`config.mk`:
```
export PLATFORM = sky130hd
export DESIGN_NAME = psram_xfer_engine
export DESIGN_NICKNAME = d
export VERILOG_FILES = /design/src/rtl/psram_xfer_engine.sv
export SDC_FILE = /design/constraint.sdc
export NUM_CORES = 1
export LEC_CHECK = 0
export ABC_CLOCK_PERIOD_IN_PS = 3200
export CAP_MARGIN = 10
export CELL_PAD_IN_SITES_DETAIL_PLACEMENT = 2
export CELL_PAD_IN_SITES_GLOBAL_PLACEMENT = 2
export CORE_MARGIN = 2
export CORE_UTILIZATION = 27
export DETAILED_ROUTE_END_ITERATION = 8
export PLACE_DENSITY = 0.83
export SLEW_MARGIN = 20
export SYNTH_ARGS = -nofsm -noshare
export SYNTH_HDL_FRONTEND = slang
export SYNTH_SLANG_ARGS = --single-unit
```
`constraint.sdc`:
```
create_clock -name clk_i -period 3.2 [get_ports clk_i]
set_clock_uncertainty 0.2 [all_clocks]
set_input_delay 0.64 -clock clk_i [delete_from_list [all_inputs] [get_ports clk_i]]
set_output_delay 0.64 -clock clk_i [all_outputs]
set_load 0.02 [all_outputs]
```
`src/rtl/psram_xfer_engine.sv`:
```
// psram_xfer_engine: one octal-DDR PSRAM command/address/latency/burst transaction per request
module psram_xfer_engine #(
  parameter int DATA_BYTES = 8,
  parameter int ADDR_WIDTH = 32,
  parameter int DIV_WIDTH  = 8,
  parameter int TOUT_WIDTH = 8
) (
  input  logic                    clk_i,
  input  logic                    rst_n_i,
  input  logic [DIV_WIDTH-1:0]    cfg_div_i,
  input  logic [3:0]              cfg_tcsp_i,
  input  logic [3:0]              cfg_tchd_i,
  input  logic [7:0]              cfg_recy_i,
  input  logic [7:0]              cfg_rcmd_i,
  input  logic [7:0]              cfg_wcmd_i,
  input  logic [5:0]              cfg_rlc_i,
  input  logic [5:0]              cfg_wlc_i,
  input  logic [TOUT_WIDTH-1:0]   cfg_tout_i,
  input  logic                    xfer_valid_i,
  output logic                    xfer_ready_o,
  input  logic                    xfer_rdwr_i,
  input  logic [ADDR_WIDTH-1:0]   xfer_addr_i,
  input  logic [8*DATA_BYTES-1:0] xfer_wdata_i,
  input  logic [DATA_BYTES-1:0]   xfer_wmask_i,
  output logic [8*DATA_BYTES-1:0] xfer_rdata_o,
  output logic                    xfer_done_o,
  output logic                    xfer_err_o,
  output logic                    psram_sck_o,
  output logic                    psram_ce_o,
  output logic                    psram_io_en_o,
  output logic [7:0]              psram_io_out_o,
  input  logic [7:0]              psram_io_in_i,
  output logic                    psram_dqs_en_o,
  output logic                    psram_dqs_out_o,
  input  logic                    psram_dqs_in_i
);
  localparam int AB = ADDR_WIDTH/8 + (ADDR_WIDTH/8)%2;
  localparam int KW = $clog2(DATA_BYTES+1);
  typedef enum logic [3:0] {IDLE, TCSP, INST, ADDR, LATN, WDATA, RDATA, TCHD, RECY} state_t;
  state_t state, state_nx, data_st;
  logic rdwr_q, rd_fin, terr, run, tick, hp_end, cnt_done, dqs_edge, fin_go;
  logic [8*AB-1:0] asr;
  logic [8*DATA_BYTES-1:0] wsr, rbuf;
  logic [DATA_BYTES-1:0] msr;
  logic [DIV_WIDTH-1:0] divm1, div_cnt;
  logic [3:0] tcsp_q, tchd_q;
  logic [7:0] recy_q, cmd_q, cnt, hp_cnt, hp_last;
  logic [5:0] lc_q;
  logic [TOUT_WIDTH-1:0] tout_q, tcnt;
  logic [KW-1:0] k;
  logic [2:0] dqs_sync;
  assign data_st = rdwr_q ? RDATA : WDATA;
  assign run = state inside {INST, ADDR, LATN, WDATA, RDATA};
  assign tick = run && div_cnt == '0;
  assign hp_last = state == INST ? 8'd1 : state == ADDR ? 8'(AB-1) :
                   state == LATN ? {1'b0, lc_q, 1'b0} - 8'd1 : 8'(DATA_BYTES-1);
  assign hp_end = tick && hp_cnt == hp_last;
  assign cnt_done = cnt == (state == TCSP ? {4'b0, tcsp_q} : state == TCHD ? {4'b0, tchd_q} : recy_q);
  assign dqs_edge = dqs_sync[1] ^ dqs_sync[2];
  assign fin_go = state == TCHD && cnt_done;
  assign xfer_ready_o = state == IDLE;
  assign psram_ce_o = state == IDLE || state == RECY;
  assign psram_io_en_o = state inside {TCSP, INST, ADDR, WDATA} || (state == LATN && !rdwr_q);
  assign psram_io_out_o = state inside {TCSP, INST} ? cmd_q : state == ADDR ? asr[8*AB-1 -: 8] :
                          state == WDATA ? wsr[7:0] : 8'h00;
  assign psram_dqs_en_o = state == WDATA || (state == LATN && !rdwr_q);
  assign psram_dqs_out_o = state == WDATA && !msr[0];
  always_ff @(posedge clk_i) state <= !rst_n_i ? IDLE : state_nx;
  always_comb begin
    state_nx = state;
    unique case (state)
      IDLE:    state_nx = xfer_valid_i ? TCSP : IDLE;
      TCSP:    state_nx = cnt_done ? INST : TCSP;
      INST:    state_nx = hp_end ? ADDR : INST;
      ADDR:    state_nx = !hp_end ? ADDR : lc_q == '0 ? data_st : LATN;
      LATN:    state_nx = hp_end ? data_st : LATN;
      WDATA:   state_nx = hp_end ? TCHD : WDATA;
      RDATA:   state_nx = rd_fin && tick && psram_sck_o ? TCHD : RDATA;
      TCHD:    state_nx = cnt_done ? RECY : TCHD;
      RECY:    state_nx = cnt_done ? IDLE : RECY;
      default: state_nx = IDLE;
    endcase
  end
  always_ff @(posedge clk_i) begin
    if (!rst_n_i) begin
      {rdwr_q, rd_fin, terr, psram_sck_o, xfer_done_o, xfer_err_o} <= '0;
      {asr, wsr, rbuf, msr, divm1, div_cnt, xfer_rdata_o} <= '0;
      {tcsp_q, tchd_q, recy_q, cmd_q, cnt, hp_cnt, lc_q, tout_q, tcnt, k, dqs_sync} <= '0;
    end else begin
      dqs_sync <= {dqs_sync[1:0], psram_dqs_in_i};
      cnt <= state_nx != state ? 8'd0 : cnt + 8'd1;
      div_cnt <= run && !tick ? div_cnt - DIV_WIDTH'(1) : divm1;
      hp_cnt <= !run || hp_end ? 8'd0 : hp_cnt + {7'b0, tick};
      psram_sck_o <= run && (psram_sck_o ^ tick);
      if (state == IDLE && xfer_valid_i) begin
        rdwr_q <= xfer_rdwr_i;
        asr <= (8*AB)'(xfer_addr_i);
        wsr <= xfer_wdata_i;
        msr <= xfer_wmask_i;
        divm1 <= cfg_div_i == '0 ? '0 : cfg_div_i - DIV_WIDTH'(1);
        tcsp_q <= cfg_tcsp_i;
        tchd_q <= cfg_tchd_i;
        recy_q <= cfg_recy_i;
        cmd_q <= xfer_rdwr_i ? cfg_rcmd_i : cfg_wcmd_i;
        lc_q <= xfer_rdwr_i ? cfg_rlc_i : cfg_wlc_i;
        tout_q <= cfg_tout_i;
        rbuf <= xfer_rdata_o;
        {rd_fin, terr, k, tcnt} <= '0;
      end
      if (state == ADDR && tick) asr <= asr << 8;
      if (state == WDATA && tick) begin
        wsr <= wsr >> 8;
        msr <= msr >> 1;
      end
      if (state == RDATA && !rd_fin) begin
        if (dqs_edge) begin
          for (int b = 0; b < DATA_BYTES; b++)
            if (k == KW'(b)) rbuf[8*b +: 8] <= psram_io_in_i;
          k <= k + KW'(1);
          tcnt <= '0;
          rd_fin <= k == KW'(DATA_BYTES-1);
        end else if (tout_q != '0 && tcnt == tout_q) begin
          rd_fin <= 1'b1;
          terr <= 1'b1;
        end else tcnt <= tcnt + TOUT_WIDTH'(1);
      end
      xfer_done_o <= fin_go;
      xfer_err_o <= fin_go && terr;
      if (fin_go && rdwr_q) xfer_rdata_o <= rbuf;
    end
  end
endmodule

```
# Word level (Yosys, flattened, before mapping)
# Cells that the tools add are included.
# word_totals
out_inout_bits	80
input_bits	177
wordCells	153
regBits	327
# classes
n_eq_ne	19
addsub	7
n_reduce_logical	40
mux	56
bitwise	3
# op_table
operator	n
$mux W64	3
$mux W8	23
$mux W56	2
$mux W32	2
$pmux W4 S9	1
$eq A4 B3 Y1 const B	8
$eq A8 B8 Y1	3
$mux W4	5
$add A8 B1 Y8 const B	2
$eq A4 B2 Y1 const B	4
$logic_and A1 B1 Y1	16
$logic_not A8 Y1	2
$sub A8 B1 Y8 const B	2
$mux W7	2
$mux W1	11
$mux W2	5
$add A8 B1 Y8	1
$eq A4 B1 Y1 const B	2
$logic_not A4 Y1	2
$reduce_bool A8 Y1	1
$reduce_or A2 Y1	4
$sub A7 B1 Y8 const B	1
$logic_not A6 Y1	1
$mux W6	1
other kinds (11)	21

# Depth between registers and ports, before layout
# depth
ltp_word	10
mapped_depth	12
mapped_depth_nobuf	10

# Worst setup path before layout
# Ideal clock, no wire load.
# synth_timing
path_kind	register -> register
startpoint	reg state[1]
endpoint	reg cnt[0]
setup_time_ns	0.130
synth_period_minus_slack_ns	3.345
slack_ns	-0.145
required_time_ns	2.870
t_arrival_ns	3.015
n_path_buf	2
path_stages_with_launch	11
cell_sequence	dfxtp_1 -> buf_6 -> or4b_4 -> or4_4 -> nand3_1 -> or3b_1 -> buf_2 -> or4_1 -> a21o_1 -> o211ai_4 -> a211oi_1
# synth_via
elab_chain_len	10
word_cells_on_any_way	32
cone_classes	eq/ne (11); mux (14); reduce/logical (7)
# synth_lines
element	line	rtl
start: declaration	40	state_t state, state_nx, data_st;
start signal: assignment	68	always_ff @(posedge clk_i) state <= !rst_n_i ? IDLE : state_nx;
$eq A4 B3 Y1	53, 56, 71	
$mux W8	56	state == LATN ? {1'b0, lc_q, 1'b0} - 8'd1 : 8'(DATA_BYTES-1);
$mux W8 (2 in series)	55	assign hp_last = state == INST ? 8'd1 : state == ADDR ? 8'(AB-1) :
$eq A8 B8 Y1	57	assign hp_end = tick && hp_cnt == hp_last;
$logic_and A1 B1 Y1	57	
$mux W2, or another cell as far along	76	LATN: state_nx = hp_end ? data_st : LATN;
$pmux W4 S9	71	unique case (state)
$ne A4 B4 Y1 (*)	91	cnt <= state_nx != state ? 8'd0 : cnt + 8'd1;
$reduce_or A2 Y1 (no source line) (*)	-	
end signal: assignment	91	
end: declaration	47	logic [7:0] recy_q, cmd_q, cnt, hp_cnt, hp_last;
# Mark *: on every way between the ends. The rest lies on a longest branch, timed or not.
# A chain may end at the register's enable or synchronous reset.

# Worst setup path after layout
# layout_timing
startpoint	reg state[1]
endpoint	reg cnt[3]
# Same word-level chain as after synthesis.

==> results.cfg <==
[outcome]
status = finished, violations left
violations = negative setup slack

[critical_path]
timing.reg2reg.setup_slack_ns = -0.19
cp-start-kind = flip-flop
critical_path_class = reg2reg
reg2reg_depth = 10
worstReg2RegStart = state[1]
reg2reg_to = cnt[3]
crit_arrival_ns = 3.67
crit_required_ns = 3.48
path_max_fanout = 8
worstSetupEndpointType = flip-flop

[hold_path]
hp-start = dqs_sync[0]
holdPathStages = 1
hold-path-endpoint = dqs_sync[1]
worstHoldPathType = reg2reg

[global_route]
grt_pass1_wl_mm = 91.7
antenna_found_initial = 7
grt_usage_pct = 20.6
overflow = 0
first_global_vias = 16100
grt_start_max_net_pins = 125

[sta]
slew_headroom_pct = 51.4
period_share_pct = 106
hold_violations = 0
finalMaxSlewViolations = 0
setup_violations = 8
rsz0062_at_grt = yes
period_minus_slack_ns = 3.39
tightest_slew_ns = 0.730
tns_ns = -1.12
setup_ws_ns = -0.190
fmax_mhz = 295

[yosys]
synth_cells = 1900
synth_edf_count = 0
ys_types = 64
syn_area_um2 = 14400
synthFlopType = dfxtp_1
yosys.area.top_type = dfxtp_1
yosysSeqAreaShare_pct = 45.5
syn-num-nets = 2088
yosysMostFrequentCell = nand2_1
synth_warnings = 0
synth_top_cells_by_count = nand2_1, dfxtp_1, nor2_1, a21oi_1, clkbuf_1
synth_area_leaders = dfxtp_1, nand2_1, nor2_1
ys_ff_latch = 327
ys_async_sr_fraction_pct = 0
synth.avg_cell_area_um2 = 7.57
synth_top_area_share_pct = 45.5

[floorplanning]
design.core.area_um2 = 52600
start_util_pct = 27.4
dieArea_um2 = 55100
rows = 84
boundaryPins = 257
die_w_um = 235
die_y_um = 235

[clock_network]
cts_root_buf = clkbuf_16
clkTransAtPathRegs_ns = 0.06
worstSkewPairLatency_ns = 0.57
numCtsBuffers = 41
htree_levels = 2
cts.path.max_buffers = 3
cts_tree = yes
cts.sinks = 327

[route]
vias = 14800
firstDrtPassIters = 5
routedWlPerCell_um = 21.6
first_iter_violations = 734
via_per_inst = 5.19
ant_nets = 0
totalWireLength_mm = 61.7
drc = 0

[place]
port-buffer-count = 256
gp_congestion = 0.808
dp_hpwl_mm = 38.6

[power]
total_power_mw = 12.3
switching_share_pct = 31.9
clockPowerShare_pct = 38.2
p_per_area_nw_per_um2 = 621
power.switching_mw = 3.91
p_leak_nw = 7.48
p_seq_share_pct = 38.3
p_comb_share_pct = 23.5
internal_power_mw = 8.34
ir_worst_vdd_v = 0.000340

[finish]
layout.nets = 2320
area_growth_pct = 37.2
nFillCells = 5920
layout-drive-gt1-share_pct = 9.12

[run]
max_cap_violations = 0
-- cell usage in the layout (no fill, tap or decap), drive strengths merged, types with 4 or more instances in the layout --
cell type	count
nor3	23
clkdlybuf4s50	245
nor2b	6
mux2i	20
clkbuf	70
xor2	20
buf	65
or4	8
a311oi	88
nor4	5
ha	11
and2	4
o31ai	4
nand2b	10
a222oi	8
diode	7
or3	4
clkinv	6
dfxtp	327
xnor2	21
dlygate4sd2	4
nand3	81
a211oi	32
and3	15
nor2	226
o21ai	76
inv	28
nand2	550
nor3b	5
nor4b	4
a21oi	145
-- registers in the layout (all words and copies together), names as in the netlist, 3 cells and up --
signal and cells:
rbuf 64, wsr 64, xfer_rdata_o 64, asr 32, cmd_q 8, cnt 8
div_cnt 8, divm1 8, hp_cnt 8, msr 8, recy_q 8, tcnt 8
tout_q 8, lc_q 6, k 4, state 4, tchd_q 4, tcsp_q 4
dqs_sync 3
-- cells by family after synthesis --
kind of cell / after synthesis / synth area share [%]
flip-flops: 327 / 45.5
AND/OR/NAND/NOR: 958 / 28.0
XOR/XNOR: 42 / 2.65
buffers and inverters: 163 / 4.38
adder cells (fa/ha/maj): 11 / 0.957
AO/OA/AOI/OAI: 378 / 17.0
multiplexers: 21 / 1.47
-- power groups by stage --
stage | sequential (mW) | clock (mW) | combinational, mW
after global routing | 4.73 | 4.96 | 3.15
after floorplan | 4.64 | 0 | 1.58
after detailed placement | 4.75 | 0 | 2.66
final | 4.69 | 4.68 | 2.88
after global placement | 4.73 | 0 | 2.56
after CTS | 4.68 | 4.82 | 2.77
-- how the worst max path moves through the flow --
stage          startpoint  endpoint
2_1_floorplan    state[0]    cnt[0]
3_3_place_gp      lc_q[0]    cnt[2]
3_5_place_dp      lc_q[0]    cnt[3]
4_1_cts          state[1]    cnt[3]
5_1_grt          state[1]    cnt[3]
6_report         state[1]    cnt[3]
-- area by class of cell --
cell class                      instances  area (µm²)  share of cell area [%]
Inverter                               26         105                   0.533
Sequential cell                       327        6560                    33.2
Tap cell                              688         861                    4.36
Antenna cell                            7        17.5                  0.0888
Multi-Input combinational cell       1410        7430                    37.7
Timing Repair Buffer                  326        3420                    17.3
Clock buffer                           60        1190                    6.02
Clock inverter                         12         145                   0.736
-- metrics by stage --
stage	cells	util, %	setup slack, ns	hold WS, ns	area (µm²)
after global placement	2757	34.0	-0.0349	0.229	17900
after global routing	2856	37.5	-0.254	0.264	19700
after CTS	2833	36.8	-0.0409	0.242	19300
after floorplan	1900	-	0.00730	0.212	14400
after detailed placement	2757	34.0	-0.170	0.227	17900
final	2856	37.5	-0.190	0.235	19700
-- critical path, cell delays in order (launching register included) --
cell      delay, ns
dfxtp_4        0.35
or4b_4         0.53
or4_4          0.51
nand3_2        0.08
or3b_4         0.41
buf_4          0.18
o31ai_1        0.36
a21o_1         0.20
o211ai_4       0.11
buf_12         0.16
a211oi_2       0.20
-- routing by layer --
metal	track usage, %	share of wire [%]	vias to the layer above
met4	6.31	2.1	0
met2	36.0	51	298
met3	4.61	4.2	85
met5	0	0	-
met1	25.1	43	7494
li1	-	-	6950
-- what timing repair did --
| action | CTS | global route |
|---|---|---|
| gates cloned | 1 | 10 |
| pin swaps | 14 | 13 |
| gates resized for setup | 38 | 41 |
| setup buffers | 3 | 6 |
| hold buffers | 0 | 0 |
| endpoints found under the setup margin | 20 | 136 |
(Power assumes the default switching activity.)
